===== src/rtl/sweep_capture_ctrl.sv =====
// rtl/sweep_capture_ctrl.sv - radar sweep capture sequencer
// Windows and decimates packed range-bin words per sweep, prefixing captures with a header word.
module sweep_capture_ctrl #(
  parameter int WORD_W = 32,
  parameter int CNT_W  = 16,
  parameter int AZ_W   = 12,
  parameter int DEC_W  = 8
) (
  input  logic              clk,
  input  logic              rst_n,
  input  logic              arm,
  input  logic              trg,
  input  logic              hm,
  input  logic              bi,
  input  logic [WORD_W-1:0] in_word,
  input  logic              in_valid,
  input  logic [CNT_W-1:0]  cfg_start,
  input  logic [CNT_W-1:0]  cfg_len,
  input  logic [DEC_W-1:0]  cfg_decim,
  output logic [WORD_W-1:0] out_word,
  output logic              out_valid,
  output logic              busy,
  output logic [CNT_W-1:0]  sweep_cnt,
  output logic [7:0]        trunc_cnt
);

  typedef enum logic [1:0] {S_IDLE, S_WAIT_TRG, S_CAPTURE, S_SKIP} state_t;

  state_t            state;
  logic              trg_q, hm_q, bi_q;
  logic [AZ_W-1:0]   az;
  logic [AZ_W-1:0]   az_next;
  logic [DEC_W-1:0]  dec_cnt;
  logic [CNT_W-1:0]  bin;
  logic [CNT_W-1:0]  sh_start;
  logic [CNT_W-1:0]  sh_len;
  logic [CNT_W:0]    win_end;
  logic [CNT_W:0]    bin_ext;
  logic              in_win;
  logic              win_last;
  logic              trg_edge, hm_edge, bi_edge;
  logic              trg_fire;
  logic [CNT_W-1:0]  sweep_next;
  logic [WORD_W-1:0] hdr_word;

  assign trg_edge = trg & ~trg_q;
  assign hm_edge  = hm & ~hm_q;
  assign bi_edge  = bi & ~bi_q;

  // Heading marker beats a simultaneous bearing increment.
  always_comb begin
    az_next = az;
    if (hm_edge)
      az_next = '0;
    else if (bi_edge)
      az_next = az + 1'b1;
  end

  // Window end is one bit wider so start+len never wraps.
  assign win_end  = {1'b0, sh_start} + {1'b0, sh_len};
  assign bin_ext  = {1'b0, bin};
  assign in_win   = (bin >= sh_start) && (bin_ext < win_end);
  assign win_last = (bin_ext + 1'b1) == win_end;

  assign sweep_next = sweep_cnt + 1'b1;
  assign hdr_word   = WORD_W'({4'hA, az_next, sweep_next});

  // A trigger in CAPTURE is an early trigger and is honoured regardless of arm.
  assign trg_fire = trg_edge &&
                    ((state == S_CAPTURE) ||
                     (((state == S_WAIT_TRG) || (state == S_SKIP)) && arm));

  assign busy = (state == S_CAPTURE);

  always_ff @(posedge clk) begin
    if (!rst_n) begin
      state     <= S_IDLE;
      trg_q     <= 1'b0;
      hm_q      <= 1'b0;
      bi_q      <= 1'b0;
      az        <= '0;
      dec_cnt   <= '0;
      bin       <= '0;
      sh_start  <= '0;
      sh_len    <= '0;
      out_word  <= '0;
      out_valid <= 1'b0;
      sweep_cnt <= '0;
      trunc_cnt <= '0;
    end else begin
      trg_q     <= trg;
      hm_q      <= hm;
      bi_q      <= bi;
      az        <= az_next;
      out_valid <= 1'b0;

      if (trg_fire) begin
        if ((state == S_CAPTURE) && (trunc_cnt != 8'hFF))
          trunc_cnt <= trunc_cnt + 1'b1;
        sweep_cnt <= sweep_next;
        sh_start  <= cfg_start;
        sh_len    <= cfg_len;
        if (dec_cnt == '0) begin
          dec_cnt   <= cfg_decim;
          bin       <= '0;
          out_word  <= hdr_word;
          out_valid <= 1'b1;
          if (cfg_len == '0)
            state <= arm ? S_WAIT_TRG : S_IDLE;
          else
            state <= S_CAPTURE;
        end else begin
          dec_cnt <= dec_cnt - 1'b1;
          state   <= S_SKIP;
        end
      end else begin
        case (state)
          S_IDLE: begin
            if (arm) begin
              sweep_cnt <= '0;
              trunc_cnt <= '0;
              dec_cnt   <= '0;
              state     <= S_WAIT_TRG;
            end
          end
          S_WAIT_TRG, S_SKIP: begin
            if (!arm)
              state <= S_IDLE;
          end
          S_CAPTURE: begin
            if (in_valid) begin
              bin <= bin + 1'b1;
              if (in_win) begin
                out_word  <= in_word;
                out_valid <= 1'b1;
                if (win_last)
                  state <= arm ? S_WAIT_TRG : S_IDLE;
              end
            end
          end
          default: state <= S_IDLE;
        endcase
      end
    end
  end

endmodule


===== config.mk =====
export PLATFORM = sky130hd
export DESIGN_NAME = sweep_capture_ctrl
export DESIGN_NICKNAME = d
export VERILOG_FILES = /design/src/rtl/sweep_capture_ctrl.sv
export SDC_FILE = /design/constraint.sdc
export NUM_CORES = 1
export LEC_CHECK = 0
export ABC_CLOCK_PERIOD_IN_PS = 8300
export BUFFER_PORTS_ARGS = -buffer_cell sky130_fd_sc_hd__buf_4
export CORE_ASPECT_RATIO = 0.8
export CORE_MARGIN = 1.5
export CORE_UTILIZATION = 30
export DETAILED_ROUTE_END_ITERATION = 10
export HOLD_SLACK_MARGIN = 0.05
export MAX_ROUTING_LAYER = met4
export PLACE_DENSITY = 0.55
export SLEW_MARGIN = 20
export SYNTH_ARGS = -nofsm -noshare
export SYNTH_HDL_FRONTEND = slang
export SYNTH_SLANG_ARGS = --single-unit
export TNS_END_PERCENT = 1

===== constraint.sdc =====
create_clock -name clk -period 8.3 [get_ports clk]
set_input_delay 0.415 -clock clk [delete_from_list [all_inputs] [get_ports clk]]
set_output_delay 0.415 -clock clk [all_outputs]
set_load 0.005 [all_outputs]

==> results.toml, run 1 <==
[run_status]
status = "complete, no violations"

[die]
die-area_um2 = 28260
die_w_um = 187.6
die_h_um = 150.7
start_util = 0.3083
rows = 53
coreArea_um2 = 26530
ioPinCount = 137

[critical_path]
worstPathMaxFanout = 45
critPathLaunch = "sh_start[0]$_SDFFE_PN0P_"
worstSetupEndpointType = "flip-flop"
cp_data_required_time_ns = 8.65
worst-setup-path-type = "reg2reg"
r2r_start = "sh_start[0]$_SDFFE_PN0P_"
cp.arrival_ns = 5.43
critPathLaunchType = "flip-flop"

[drt]
wirelength_mm = 24.02
drt_iter0_drc = 481
wl_per_cell_um = 15.90
vias_per_cell = 5.053
postRouteAntennaNets = 0
post-route-drc-count = 0
vias = 7630
drtPass1Iterations = 5

[power_and_ir_drop]
p_per_area_nw_per_um2 = 164.0
peakVddDrop_mv = 0.1389
power_mw = 1.659
leakagePower_nw = 4.129

[clock_tree]
cts_buffer_depth = 2
cts_made_buffers = 17
cts_tree = "yes"
clockRootBuffer = "clkbuf_16"
cts.sink_count = 130
postCtsHoldBufs = 0
clkTransAtPathRegs_ns = 0.06
cts_resized = 0
htreeDepth = 4
clk_latency_ns = 0.43
cts_setup_buffers = 0

[finish]
fin_util = 0.3812
fin_area_um2 = 10110
syn_to_final_growth_pct = 23.67
diodes = 0
finalNetCount = 1273
drive_above_1_share = 0.1622

[global_route]
busiest_layer = "met1"
grt_pass1_wl_mm = 37.69
grtUsageTotal = 0.1748
grt_use_met3 = 0.03706
antenna_found_initial = 0
grt_pass1_vias = 7059
use_met2 = 0.2352
met1_usage = 0.2540
grt_max_degree = 97
gr-total-overflow = 0

[worst_hold_path]
hp-start = "hm"
hp-class = "in2reg"

[sta]
finalSetupViolCount = 0
timing.fmax_ghz = 0.1968
rsz0062_at_grt = "false"
finalCritPeriodShare = 0.6122
period_needed_ns = 5.081
finClkSkew_ns = 0.01049
slew_viol_final = 0
relSlewSlack = 0.3388
fin_tns_setup_ns = 0
hold_viol = 0
max_slew.worst_pin.slew_ns = 0.9917

[synth]
synth_most_common_cell = "nand2_1"
synth_cells = 1036
synth_fp_nets = 1169
ys_async_sr_fraction = 0
synth.distinct_cells = 69
yosysSeqAreaShare = 0.3183
synth_common_cells = "nand2_1 (183), dfxtp_1 (130), nor2_1 (70), a21boi_0 (58), o21ai_0 (58)"
synthTopCellsByArea = "dfxtp_1 (32%), nand2_1 (8.4%), ha_1 (8.1%)"
yosys_warnings = 0
ys.flop_type = "dfxtp_1"
syn-cell-area_um2 = 8177
synth_area_leader_cell = "dfxtp_1"
synth_edf_count = 0
post_synth.cell_area_avg_um2 = 7.892
netlist.area_leader.share = 0.3183
synth_seq_cells = 130

[placed_design]
finalWeightedCongestion = 0.8845
place_hpwl_mm = 17.68
place_area_um2 = 9493
port_buffers = 136

[flow_run]
cap_viol_max_count = 0
[where the power goes]
part,switching (mW),internal [mW],leakage [nW]
registers,0.0124,0.641,1.05
clock network,0.290,0.509,0.290
logic,0.114,0.0920,2.79
[metal layers]
layer  wire length, um  up-vias
li1                  -     3874
met1             12810     3560
met2              9531      172
met3              1244       24
met4               425        0
met5                 0        -
[cells in the final DEF (no fill, tap or decap), types with 9 or more instances in the layout]
cell / count
a21oi_1: 41
nor2_1: 70
o211ai_1: 23
and2_1: 35
nand3_1: 23
nand4_1: 13
and3_1: 18
o21ai_0: 58
a21boi_0: 58
nand2_1: 183
ha_1: 53
nor4_1: 10
clkbuf_16: 17
o211a_1: 9
buf_4: 141
inv_1: 29
dfxtp_1: 130
nor3_1: 24
xnor2_1: 32
or3_1: 11
xor2_1: 30
nor2b_1: 17
a21o_1: 10
[worst max-delay path, stage by stage, from the launching register on]
cell,delay [ns]
dfxtp_1,0.33
ha_1,0.23
fa_1,0.42
a211oi_1,0.31
o21ai_1,0.22
a221oi_2,0.37
o21bai_1,0.10
a21oi_1,0.26
xor2_1,0.11
ha_1,0.22
or4_1,0.54
a211oi_1,0.34
o211ai_1,0.14
o21ai_1,0.23
o211ai_1,0.27
o21ai_4,0.12
buf_4,0.41
o211ai_1,0.16
a21boi_0,0.21
[through the flow]
step | hold slack, ns | setup WS (ns) | instances
after floorplan | 0.4472 | 3.975 | 1036
after global placement | 0.4435 | 3.354 | 1478
after detailed placement | 0.4530 | 3.216 | 1478
after CTS | 0.1810 | 3.209 | 1510
after global routing | 0.1873 | 2.776 | 1510
final | 0.2050 | 3.219 | 1510
[final timing paths]
check | endpoint | slack [ns] | cells past startpoint
max | out_word[12]$_SDFFE_PN0P_ | 3.22 | 18
min | hm_q$_SDFF_PN0_ | 0.20 | 2
max reg2reg | out_word[12]$_SDFFE_PN0P_ | 3.22 | 18
min reg2reg | out_word[8]$_SDFFE_PN0P_ | 0.46 | 2
[sequential cells by signal, indices dropped and copies added, names as in the netlist]
name and count:
dec_cnt 8, hm_q 1, sh_len 16, state 2
trg_q 1, bin 16, sweep_cnt 16, trunc_cnt 8
out_valid 1, out_word 32, sh_start 16, az 12
bi_q 1
[cell type report]
class                   instances  area [um2]
fillers                      2810       16410
clock inverters                10       157.7
well taps                     357       446.7
clock buffers                  22       454.2
flip-flops and latches        130        2603
multi-input cells             821        5284
inverters                      29       108.9
repair buffers                141        1059
[cells by family after synthesis]
kind of cell               synth area share
AOI/OAI and AO/OA                    0.2190
xor gates and xnor gates            0.08018
adders and majority gates           0.08355
buffers and inverters               0.04009
DFF                                  0.3183
muxes                              0.003673
and+or+nand+nor                      0.2552
Power figures use the tool's default switching activity.
==> inputs of run 2 (changes only) <==
--- a/config.mk
+++ b/config.mk
@@ -5,7 +5,8 @@
 export SDC_FILE = /design/constraint.sdc
 export NUM_CORES = 1
 export LEC_CHECK = 0
-export ABC_CLOCK_PERIOD_IN_PS = 8300
+export ABC_AREA = 1
+export ABC_CLOCK_PERIOD_IN_PS = 5100
 export BUFFER_PORTS_ARGS = -buffer_cell sky130_fd_sc_hd__buf_4
 export CORE_ASPECT_RATIO = 0.8
 export CORE_MARGIN = 1.5
==> constraint.sdc (replaced) <==
create_clock -name clk -period 5.1 [get_ports clk]
set_input_delay 0.255 -clock clk [delete_from_list [all_inputs] [get_ports clk]]
set_output_delay 0.255 -clock clk [all_outputs]
set_load 0.005 [all_outputs]
==> run 2 against run 1 <==
Against the previous run:
- clock power rose by 48%
- final area fell by 0.28%
- die area rose by 0.28%
- critical endpoint is now out_word[30]$_SDFFE_PN0P_
- hold slack got worse by 0.11 ns
- register-to-register slack got worse by 1.7 ns
- sequential share of layout area rose by 0.074 points
- cell count rose by 16%
- largest cell class unchanged
- critical path depth rose by 5
- non-clock buffer count did not move
- synthesized cell count rose by 22%
==> results.toml, run 2 <==
[sta]
fin_tns_setup_ns = 0
slew_viol_final = 0
finClkSkew_ns = 0.01613
timing.fmax_ghz = 0.2801
setup_ws_ns = 1.530
relSlewSlack = 0.2979
finalSetupViolCount = 0
finalCritPeriodShare = 0.7000
max_slew.worst_pin.slew_ns = 1.052
period_needed_ns = 3.570
rsz0062_at_grt = "false"
hold_viol = 0

[drt]
postRouteAntennaNets = 0
vias = 8371
wirelength_mm = 25.72
wl_per_cell_um = 14.64
post-route-drc-count = 0
vias_per_cell = 4.764
drtPass1Iterations = 6
drt_iter0_drc = 593

[synth]
yosys_warnings = 0
synthMuxAreaShare = 0
ys.flop_type = "dfxtp_1"
synth.distinct_cells = 47
synth_area_leader_cell = "dfxtp_1"
synthSimpleGateAreaFrac = 0.3528
synthXorXnorAreaFrac = 0.01175
synth_most_common_cell = "nand2_1"
yosysSeqAreaShare = 0.3174
syn-cell-area_um2 = 8200
synthAdderAreaFrac = 0.08331
synth_cells = 1265
synth_compound_area_frac = 0.1428
synth_common_cells = "nand2_1 (324), nor2_1 (170), inv_1 (138), dfxtp_1 (130), nand3_1 (95)"
synth_seq_cells = 130
post_synth.cell_area_avg_um2 = 6.483
synthTopCellsByArea = "dfxtp_1 (32%), nand2_1 (15%), ha_1 (8.1%)"
netlist.area_leader.share = 0.3174
synth_edf_count = 0
synth_top_family_by_area = "simple AND/OR/NAND/NOR gates"
synth_fp_nets = 1398
ys_async_sr_fraction = 0

[die]
die_w_um = 187.8
ioPinCount = 137
die-area_um2 = 28340
die_h_um = 150.9
coreArea_um2 = 26590
rows = 53
start_util = 0.3084

[finish]
layout_commonest_cell = "nand2_1"
largest_register_ffs = 32
top_register = "out_word"
nFillCells = 2861
syn_to_final_growth_pct = 22.96
finalNetCount = 1520
drive_above_1_share = 0.1601
layout_common_cells = "nand2_1 (324), nor2_1 (169), buf_4 (138)"
stdcell_count = 1757

[flow_run]
cap_viol_max_count = 0

[power_and_ir_drop]
peakVddDrop_mv = 0.2096
power_mw = 4.066
leakagePower_nw = 4.663
p_per_area_nw_per_um2 = 403.3

[critical_path]
cp_data_required_time_ns = 5.36
critPathLaunchType = "flip-flop"
crit_family = "simple AND/OR/NAND/NOR gates"
slowest_stage = "fa_1"
cp_common_cell = "nand2_1"
worst-setup-path-type = "reg2reg"
cp.arrival_ns = 3.83
cp_slowest_stage_delay_ns = 0.41
worstSetupEndpointType = "flip-flop"
worstPathMaxFanout = 34
cp_cell_sequence = "ha_1, fa_1, nand2_1, nand2_1, nand3_1, nand2_1, nand2_1, nand3_1, nand2_1, inv_1, ha_1, a21oi_1, nor2_1, a211oi_1, nor3_1, nor2_2, nand3_2, nor2_4, nand2_4, nand2_8, inv_8, nand2_1, a21oi_1"
cp_num_buf_inv = 2

[global_route]
antenna_found_initial = 1
gr-total-overflow = 0
grt_pass1_vias = 7440
grtUsageTotal = 0.1857
grt_pass1_wl_mm = 40.28
grt_max_degree = 70

[clock_tree]
clockRootBuffer = "clkbuf_16"
cts_made_buffers = 17
cts_tree = "yes"
cts_resized = 0
cts_buffer_depth = 2
clk_latency_ns = 0.43
cts.sink_count = 130
htreeDepth = 4
clkTransAtPathRegs_ns = 0.06

[placed_design]
dpl.cell_count = 1722
finalWeightedCongestion = 0.9202
dp_slack_ns = 1.537
port_buffers = 136
place_hpwl_mm = 19.97

[run_status]
status = "complete, no violations"

[worst_hold_path]
hp-class = "in2reg"
==> run 2: cell count changes after synthesis, sizes merged, moves of 22 or more <==
| cell | before | now |
|---|---|---|
| a21boi | 59 | 0 |
| clkbuf | 46 | 24 |
| xor2 | 30 | 7 |
| nand2 | 183 | 332 |
| o21ai | 63 | 93 |
| nor2 | 70 | 195 |
| xnor2 | 32 | 4 |
| inv | 29 | 141 |
| a21oi | 43 | 98 |
| nand3 | 24 | 98 |
| and2 | 36 | 2 |
==> run 2: layout make-up <==
cell class / instances / area [um2] / area share
tap: 357 / 446.7 / 0.04430
clock inverter: 13 / 125.1 / 0.01241
multi-input combinational: 955 / 4861 / 0.4821
antenna: 1 / 2.502 / 0.0002482
sequential: 130 / 2603 / 0.2581
timing repair buffer: 141 / 1066 / 0.1057
inverter: 142 / 540.5 / 0.05360
clock buffer: 18 / 439.2 / 0.04355
==> run 2: tightest hold or removal path: stages <==
cell     delay (ns)
buf_4          0.08
o21ai_0        0.07
nor2_1         0.07
==> run 2: cells by family after synthesis <==
logic type | after synthesis
simple gates | 673
compound gates | 217
buf+inv | 180
flops | 130
fa+ha+maj | 54
xor+xnor | 11
==> run 2: layer usage <==
| metal | global-route usage | vias up | wire [um] |
|---|---|---|---|
| met3 | 0.03591 | 25 | 1515 |
| met4 | 0.04240 | 0 | 321 |
| met1 | 0.2810 | 3760 | 13920 |
| met5 | - | - | 0 |
| met2 | 0.2474 | 201 | 9959 |
| li1 | - | 4385 | - |
==> run 2: repair_timing <==
action / CTS / global route
hold buffers: 3 / 0
hold endpoints to repair: 3 / 0
buffers inserted: 0 / 0
==> run 2: final timing paths <==
path | startpoint | slack, ns | cells past startpoint | end
setup / recovery | sh_start[0]$_SDFFE_PN0P_ | 1.53 | 23 | out_word[30]$_SDFFE_PN0P_
hold / removal | in_word[31] | 0.09 | 3 | out_word[31]$_SDFFE_PN0P_
setup reg to reg | sh_start[0]$_SDFFE_PN0P_ | 1.53 | 23 | out_word[30]$_SDFFE_PN0P_
hold reg to reg | out_word[28]$_SDFFE_PN0P_ | 0.47 | 2 | out_word[28]$_SDFFE_PN0P_
==> run 2: per-stage QoR <==
step	hold slack [ns]	utilization	instance area, um2
finish	0.09234	0.3792	10080
global route	0.1077	0.3792	10080
CTS	0.08853	0.3790	10080
detailed placement	0.4481	0.3567	9484
global placement	0.4446	0.3567	9484
floorplan	0.3485	-	8200
==> run 2: power by group <==
part | switching [mW] | internal, mW | total, mW
Clock | 0.494 | 0.688 | 1.18
Sequential | 0.129 | 1.18 | 1.31
Combinational | 0.993 | 0.579 | 1.57
